### config.mk
export PLATFORM = sky130hd
export DESIGN_NAME = dmem_arbiter
export DESIGN_NICKNAME = d
export VERILOG_FILES = /design/src/rtl/dmem_arbiter.sv
export SDC_FILE = /design/constraint.sdc
export NUM_CORES = 1
export LEC_CHECK = 0
export ABC_AREA = 1
export BUFFER_PORTS_ARGS = -buffer_cell sky130_fd_sc_hd__buf_2
export CAP_MARGIN = 20
export CORE_AREA = 3 3 117 119
export DETAILED_ROUTE_END_ITERATION = 8
export DIE_AREA = 0 0 120 122
export SETUP_SLACK_MARGIN = 0.4
export SKIP_CTS_REPAIR_TIMING = 1
export SYNTH_ARGS = -nofsm -noshare
export SYNTH_HDL_FRONTEND = slang
export SYNTH_SLANG_ARGS = --single-unit
### constraint.sdc
create_clock -name clk -period 1.4 [get_ports clk]
set_input_delay 0.14 -clock clk [delete_from_list [all_inputs] [get_ports clk]]
set_output_delay 0.14 -clock clk [all_outputs]
set_load 0.005 [all_outputs]
### src/rtl/dmem_arbiter.sv
// dmem_arbiter: shares one DataMemory port between the pipeline MEM stage
// and a loader/debug master.
// Every access has a grant cycle followed by WAIT_STATES extra cycles.
// A starvation counter forces a loader grant after STARVE_LIMIT consecutive
// pipeline grants made while the loader was waiting.
//
// Ports:
//   clk, reset         rising-edge clock; asynchronous active-low reset
//   p_req/p_addr/p_wdata/p_size/p_rw
//                      pipeline request and access attributes
//   p_rdata            pipeline read data (m_rdata passed straight through)
//   p_stall            pipeline must hold MEM and freeze fetch/decode
//   l_req/l_addr/l_wdata/l_size/l_rw
//                      loader request, held until l_done
//   l_gnt              one-cycle pulse in the loader grant cycle
//   l_done             registered pulse, the cycle after loader completion
//   l_rdata            registered loader read data, held until the next loader read
//   m_addr/m_wdata/m_size/m_rw/m_en, m_rdata
//                      DataMemory port
//   owner              current or last grantee (0 = pipeline, 1 = loader)
module dmem_arbiter #(
   parameter int unsigned WAIT_STATES  = 1,
   parameter int unsigned STARVE_LIMIT = 4
) (
   input  logic        clk,
   input  logic        reset,
   input  logic        p_req,
   input  logic [31:0] p_addr,
   input  logic [31:0] p_wdata,
   input  logic [1:0]  p_size,
   input  logic        p_rw,
   output logic [31:0] p_rdata,
   output logic        p_stall,
   input  logic        l_req,
   input  logic [31:0] l_addr,
   input  logic [31:0] l_wdata,
   input  logic [1:0]  l_size,
   input  logic        l_rw,
   output logic        l_gnt,
   output logic        l_done,
   output logic [31:0] l_rdata,
   output logic [31:0] m_addr,
   output logic [31:0] m_wdata,
   output logic [1:0]  m_size,
   output logic        m_rw,
   output logic        m_en,
   input  logic [31:0] m_rdata,
   output logic        owner
);

   localparam logic [2:0] WS = 3'(WAIT_STATES);
   localparam logic [3:0] SL = 4'(STARVE_LIMIT);

   typedef enum logic {IDLE, BUSY} state_t;

   state_t     state, state_nxt;
   logic [2:0] cnt, cnt_nxt;
   logic [3:0] starve;
   logic       owner_q;
   logic       grant, win, active, cur, complete;

   always_comb begin
      state_nxt = state;
      cnt_nxt   = cnt;
      grant     = 1'b0;
      win       = 1'b0;
      active    = 1'b0;
      cur       = owner_q;
      complete  = 1'b0;
      unique case (state)
         IDLE: begin
            // Gated by reset so no combinational grant leaks out while held in reset.
            if (reset) begin
               if (l_req && (!p_req || starve == SL)) begin
                  grant = 1'b1;
                  win   = 1'b1;
               end else if (p_req) begin
                  grant = 1'b1;
               end
            end
            if (grant) begin
               active = 1'b1;
               cur    = win;
               if (WAIT_STATES == 0) begin
                  complete = 1'b1;
               end else begin
                  state_nxt = BUSY;
                  cnt_nxt   = 3'd1;
               end
            end
         end
         BUSY: begin
            active  = 1'b1;
            cnt_nxt = cnt + 3'd1;
            if (cnt == WS) begin
               complete  = 1'b1;
               state_nxt = IDLE;
               cnt_nxt   = '0;
            end
         end
         default: state_nxt = IDLE;
      endcase
   end

   always_comb begin
      m_addr  = '0;
      m_wdata = '0;
      m_size  = '0;
      m_rw    = 1'b0;
      m_en    = active;
      if (active) begin
         m_addr  = cur ? l_addr  : p_addr;
         m_wdata = cur ? l_wdata : p_wdata;
         m_size  = cur ? l_size  : p_size;
         m_rw    = cur ? l_rw    : p_rw;
      end
   end

   // During an access cur is the live grantee; otherwise it is the last one.
   assign owner   = cur;
   assign l_gnt   = grant && win;
   assign p_stall = p_req && !(active && !cur && complete);
   assign p_rdata = m_rdata;

   always_ff @(posedge clk or negedge reset) begin
      if (!reset) begin
         state   <= IDLE;
         cnt     <= '0;
         starve  <= '0;
         owner_q <= 1'b0;
         l_done  <= 1'b0;
         l_rdata <= '0;
      end else begin
         state  <= state_nxt;
         cnt    <= cnt_nxt;
         l_done <= active && complete && cur;
         if (grant)
            owner_q <= win;
         if (active && complete && cur && !l_rw)
            l_rdata <= m_rdata;
         if (!l_req || (grant && win))
            starve <= '0;
         else if (grant && starve != SL)
            starve <= starve + 4'd1;
      end
   end

endmodule
* After elaboration in Yosys (flattened, before gate mapping)
Cells that the tools add are included.
** Word-level totals
- Flip-flop bits (word level) :: 42
- Bits in latches :: 0
- Memory bits (writable) :: 0
- Bits in read-only memories :: 0
- Input port bits :: 170
- Output and inout bits :: 136
- Memories kept :: 0
** Cells by class
- Add/subtract/negate cells :: 2
- Multipliers :: 0
- Divide/modulo/power cells :: 0
- Order comparisons :: 0
- Eq/ne operators :: 4
- Shift operators :: 0
- Mux-type cells :: 29
- Bitwise gates (word level) :: 1
- Reduce and logical (&&, ||, !) cells :: 17
** Operators by type and width (count)
- $mux W32 :: 4
- $mux W1 :: 16
- $logic_and A1 B1 Y1 :: 9
- $mux W4 :: 2
- $mux W3 :: 2
- $pmux W3 S2 :: 1
- $logic_not A1 Y1 :: 5
- $add A4 B1 Y4 const B :: 1
- $eq A4 B3 Y1 const B :: 1
- $mux W2 :: 2
- $ne A4 B3 Y1 const B :: 1
- $pmux W1 S2 :: 2
- $add A3 B1 Y3 const B :: 1
- $eq A3 B1 Y1 const B :: 1
- $logic_or A1 B1 Y1 :: 2
- $ne A2 B2 Y1 const B :: 1
- $reduce_bool A2 Y1 :: 1
- $not A1 Y1 :: 1

* Depth between registers and ports, before layout
- Depth after elaboration :: 13
- Mapped depth :: 11
- Mapped depth without buffers :: 9

* Least setup slack after synthesis
Ideal clock, no wire load.
- Path type :: reg-to-output
- Start :: register starve[0]
- End :: output m_addr[1]
- Arrival time :: 1.449 ns
- Required time :: 1.260 ns
- Setup slack :: -0.189 ns
- Cell stages (with the launch flop) :: 12
- Path buffers :: 2
- Cells stage by stage :: dfrtp_1 -> inv_1 -> ha_1 -> nand3_4 -> nand2_2 -> nand2_2 -> nand2_4 -> inv_2 -> buf_6 -> buf_8 -> nor2_1 -> nor2_1
** Between the ends
- Cells in the longest elaborated chain, start to end :: 10
- Elaborated cells on any way between the ends :: 14
- Those cells by class :: 1 x eq/ne; 11 x mux; 2 x reduce/logical
** Ends and longest elaborated chain
- start, declared :: line 58 : logic [3:0] starve;
- start signal, assigned :: line 144 : starve <= starve + 4'd1;
- $eq A4 B3 Y1 * :: line 74 : if (l_req && (!p_req || starve == SL)) begin
- $logic_or A1 B1 Y1 * :: line 74
- $logic_and A1 B1 Y1 * :: line 74
- $mux W1 :: line 74
- $mux W1 :: line 73 : if (reset) begin
- $mux W1 :: line 70 : unique case (state)
- $mux W1 :: line 81 : if (grant) begin
- $mux W1 :: line 70
- $mux W32 :: line 112 : m_addr = cur ? l_addr : p_addr;
- $mux W32 * :: line 111 : if (active) begin
- end, declared :: line 42 : output logic [31:0] m_addr,
Every way passes the cells marked *; elsewhere a longest branch is shown, timed or not. The select of a mux whose other input is x is not followed.

* Final worst setup path
- Start :: register state
- End :: output m_wdata[27]
** Between the ends
- Cells in the longest elaborated chain, start to end :: 3
- Elaborated cells on any way between the ends :: 5
- Those cells by class :: 4 x mux; 1 x bitwise
** Ends and longest elaborated chain
- start, declared :: line 56 : state_t state, state_nxt;
- start signal, assigned :: line 134 : state <= state_nxt;
- $not A1 Y1 / $mux W1 (equally long branches)
- $pmux W1 S2 / $mux W32 (equally long branches) :: line 70, 113
- $mux W32 * :: line 111
- end, declared :: line 43 : output logic [31:0] m_wdata,
Every way passes the cells marked *; elsewhere a longest branch is shown, timed or not.

==> results.md <==
- Post-synthesis area per instance: 7.15 um^2
- Number of placement rows: 41
- Reg-to-reg slack, setup: -0.31 ns
- Area post-placement: 0.00495 mm^2
- Die Height: 122 um
- Wire length of the first global-routing pass: 18.7 mm
- Finish-stage setup viols: 105
- Max clock buf depth: 2
- Ratio of routed vias to standard cells: 4.31
- List of cells traversed by the critical path: inv_2 > nand2_1 > nor2_1 > nand2_4 > nand2_8 > inv_8 > clkbuf_16 > nor2_2 > nor2_1 > buf_2
- Kind of launch point of the worst setup path: flop
- Final Wtd Congestion: 0.776
- Area of the core region: 0.0127 mm^2
- Worst hold slack: -0.0349 ns
- Final HPWL from detailed placement: 10.0 mm
- Antenna cell count: 0
- Total detailed-routing wirelength: 13.6 mm
- CTS Root Cell: clkbuf_16
- Slew Limit Headroom: 68.6%
- # clock sinks: 42
- Critical path's slowest cell: dfrtp_1
- Global routing usage summed across all routing layers: 15.7%
- Final #Nets: 931
- Total standard cell area after synthesis: 0.00337 mm^2
- Antenna violations before repair: 0
- Library cells used by synthesis: 27
- Buffers added on ports: 305
- Final std cell area, no fill: 0.00553 mm^2
- Horizontal die dimension: 120 um
- Clock latency of the later-clocked register in the worst-skew pair: 0.28 ns
- Most repeated library cell on the critical path: nor2_1
- Routing usage on met2: 28.0%
- Most crowded layer after global routing: met2
- Max-capacitance violation count: 0
- Critical R2R Launch: state
- First drt pass iteration count: 4
- IR drop worst, VDD: 0.603 mV
- Maximum number of pins on one net before global-route repair: 42
- Via Count: 4013
- Register Area: 0.00105 mm^2
- Count of warnings emitted by yosys: 0
- Nets in the synthesized netlist: 643
- Min-Delay Path Class: primary input to async pin
- Endpoint arrival time on the critical path: 1.75 ns
- Violations in the final reports: negative hold slack, negative setup slack
- Area enclosed by the die boundary: 0.0146 mm^2
- Share of the clock period used by the worst path after layout: 135%
- GR Layer Usage met1: 19.5%
- Power Dens Cells: 1810 mW/mm^2
- Area used by multi-input combinational logic: 0.00191 mm^2
- Ratio of cells with drive above 1 in the final layout: 55.9%
- Launch point of the critical path: state
- Clock input transition at the sequential cells of the worst setup and hold paths: 0.06 ns
- Required time reported for the critical path endpoint: 1.26 ns
- Transition time at the pin with the least slew margin: 0.471 ns
- Cells after synthesis: 471
- Max stage delay on crit path: 0.41 ns
- Post-Place Setup Slack: -0.227 ns
- Final hold violation count: 37
- Max Clock Freq: 530 MHz
- Area growth from synthesis to final layout: 64.1%
- Clock tree skew after final layout: 0.00620 ns
- Fill count: 1336
- Sequential-to-total area share from yosys stat: 31.2%
- Final critical path time including I/O delays and setup: 1.89 ns
- Unrepaired setup endpoints after global routing: yes
- Post-route antenna net violation count: 0
- Detailed router's first-iteration violation count: 106
- Crit path capture type: output pin
- Number of ports placed on the die boundary: 306
- R2R cell count: 11
- Count of state elements after synthesis: 42
- Post-detailed-route wirelength per cell: 14.6 um
- Post-route DRC: 0
- CTS tree: yes
- Total clock buffers created by CTS: 5
- CP delay by family, top: simple AND/OR/NAND/NOR gates
- Count of H-tree levels built during CTS: 2
- Post-route worst setup slack: -0.486 ns
- Vias in the first global route: 3619
- Initial Util: 26.6%
- Final slew viol count: 0
- Static Leak: 3.15 nW
- Crit-path max FO: 13
- Setup Crit Path Kind: flop to output pin
- Crit path buf inv count: 4
- Result of the run: complete, but fails checks
- Met3 GRT Util: 3.34%
- R2r endpoint: l_rdata[27]
- Final global-route overflow total: 0
[sequential cells by signal (all words and copies together), names as in the netlist]
name / count
starve: 4
l_done: 1
state: 1
l_rdata: 32
cnt: 3
owner_q: 1
[logic make-up after synthesis]
kind of cell | synth area share, %
and+or+nand+nor | 35.3
adders and majority gates | 0.743
DFF | 31.2
muxes | 0.297
AOI/OAI and AO/OA | 16.4
buffers and inverters | 16.0
[worst reg2reg max path, cell delays in order (launching register included)]
cell	delay (ns)
dfrtp_1	0.41
inv_2	0.08
nand2_1	0.05
nor2_1	0.18
nand2_4	0.10
nand2_8	0.12
buf_4	0.13
buf_8	0.12
nand3_4	0.11
clkbuf_16	0.19
nand2_1	0.05
nand2_1	0.05
[per-stage QoR]
step	util, %	hold WS (ns)	total power, mW	cells	setup TNS [ns]
after floorplan	-	-0.156	5.42	471	-6.20
after global placement	39.1	0.0990	7.75	908	-14.70
after detailed placement	39.1	0.108	7.72	908	-15.87
after CTS	40.4	-0.191	9.07	916	-37.77
after global routing	43.6	0.0235	10.9	932	-52.93
final	43.6	-0.0349	10.0	932	-40.41
[power by group]
part	switching (mW)	total, mW	internal [mW]	leakage [nW]
Clock	0.466	1.31	0.842	0.0771
Sequential	0.262	2.01	1.75	0.535
Combinational	3.44	6.71	3.27	2.54
[per-layer routing]
metal  wire (um)  vias to the layer above  part of all wire, %
met5           0                        -                    0
met2        7070                      177                   52
met3        1020                        4                  7.5
met1        5460                     1763                   40
met4          86                        0                 0.63
li1            -                     2069                    -
[synth_stat cells, drive strengths merged]
cell type	number	area, um^2
nand4	33	206
inv	18	67.6
mux2i	1	10.0
dfrtp	42	1050
clkbuf	10	37.5
o21ai	1	5.00
nor2	146	583
a22oi	1	7.51
buf	56	435
a21oi	3	15.0
nor3	2	21.3
ha	2	25.0
o21bai	67	526
nand2	84	335
nand3	5	42.5
[worst max path at each step]
stage	to	slack [ns]	depth (start not counted)
2_1_floorplan	m_addr[0]	-0.11	11
3_3_place_gp	m_addr[14]	-0.22	11
3_5_place_dp	m_addr[14]	-0.23	11
4_1_cts	m_addr[14]	-0.54	11
5_1_grt	m_addr[14]	-0.60	10
6_report	m_wdata[27]	-0.49	10
[final cells by class]
cell class,instances,area share (%)
clock buffers,6,2.33
multi-input cells,345,34.6
repair buffers,347,38.1
flip-flops and latches,42,19.0
inverters,18,1.40
well taps,172,3.89
clock inverters,2,0.679
[layout by cell type, fill, tap and decap left out, types with 5 or more instances in the layout]
| cell | netlist | layout |
|---|---|---|
| buf_12 | 1 | 8 |
| buf_2 | 11 | 304 |
| buf_4 | 37 | 16 |
| buf_6 | 6 | 10 |
| clkbuf_16 | 0 | 11 |
| dfrtp_1 | 42 | 42 |
| inv_1 | 14 | 11 |
| inv_2 | 4 | 5 |
| nand2_1 | 78 | 77 |
| nand4_1 | 33 | 33 |
| nor2_1 | 132 | 100 |
| nor2_2 | 14 | 46 |
| o21bai_1 | 61 | 61 |
| o21bai_2 | 6 | 6 |
No activity file was read; power rests on OpenSTA's default activity.
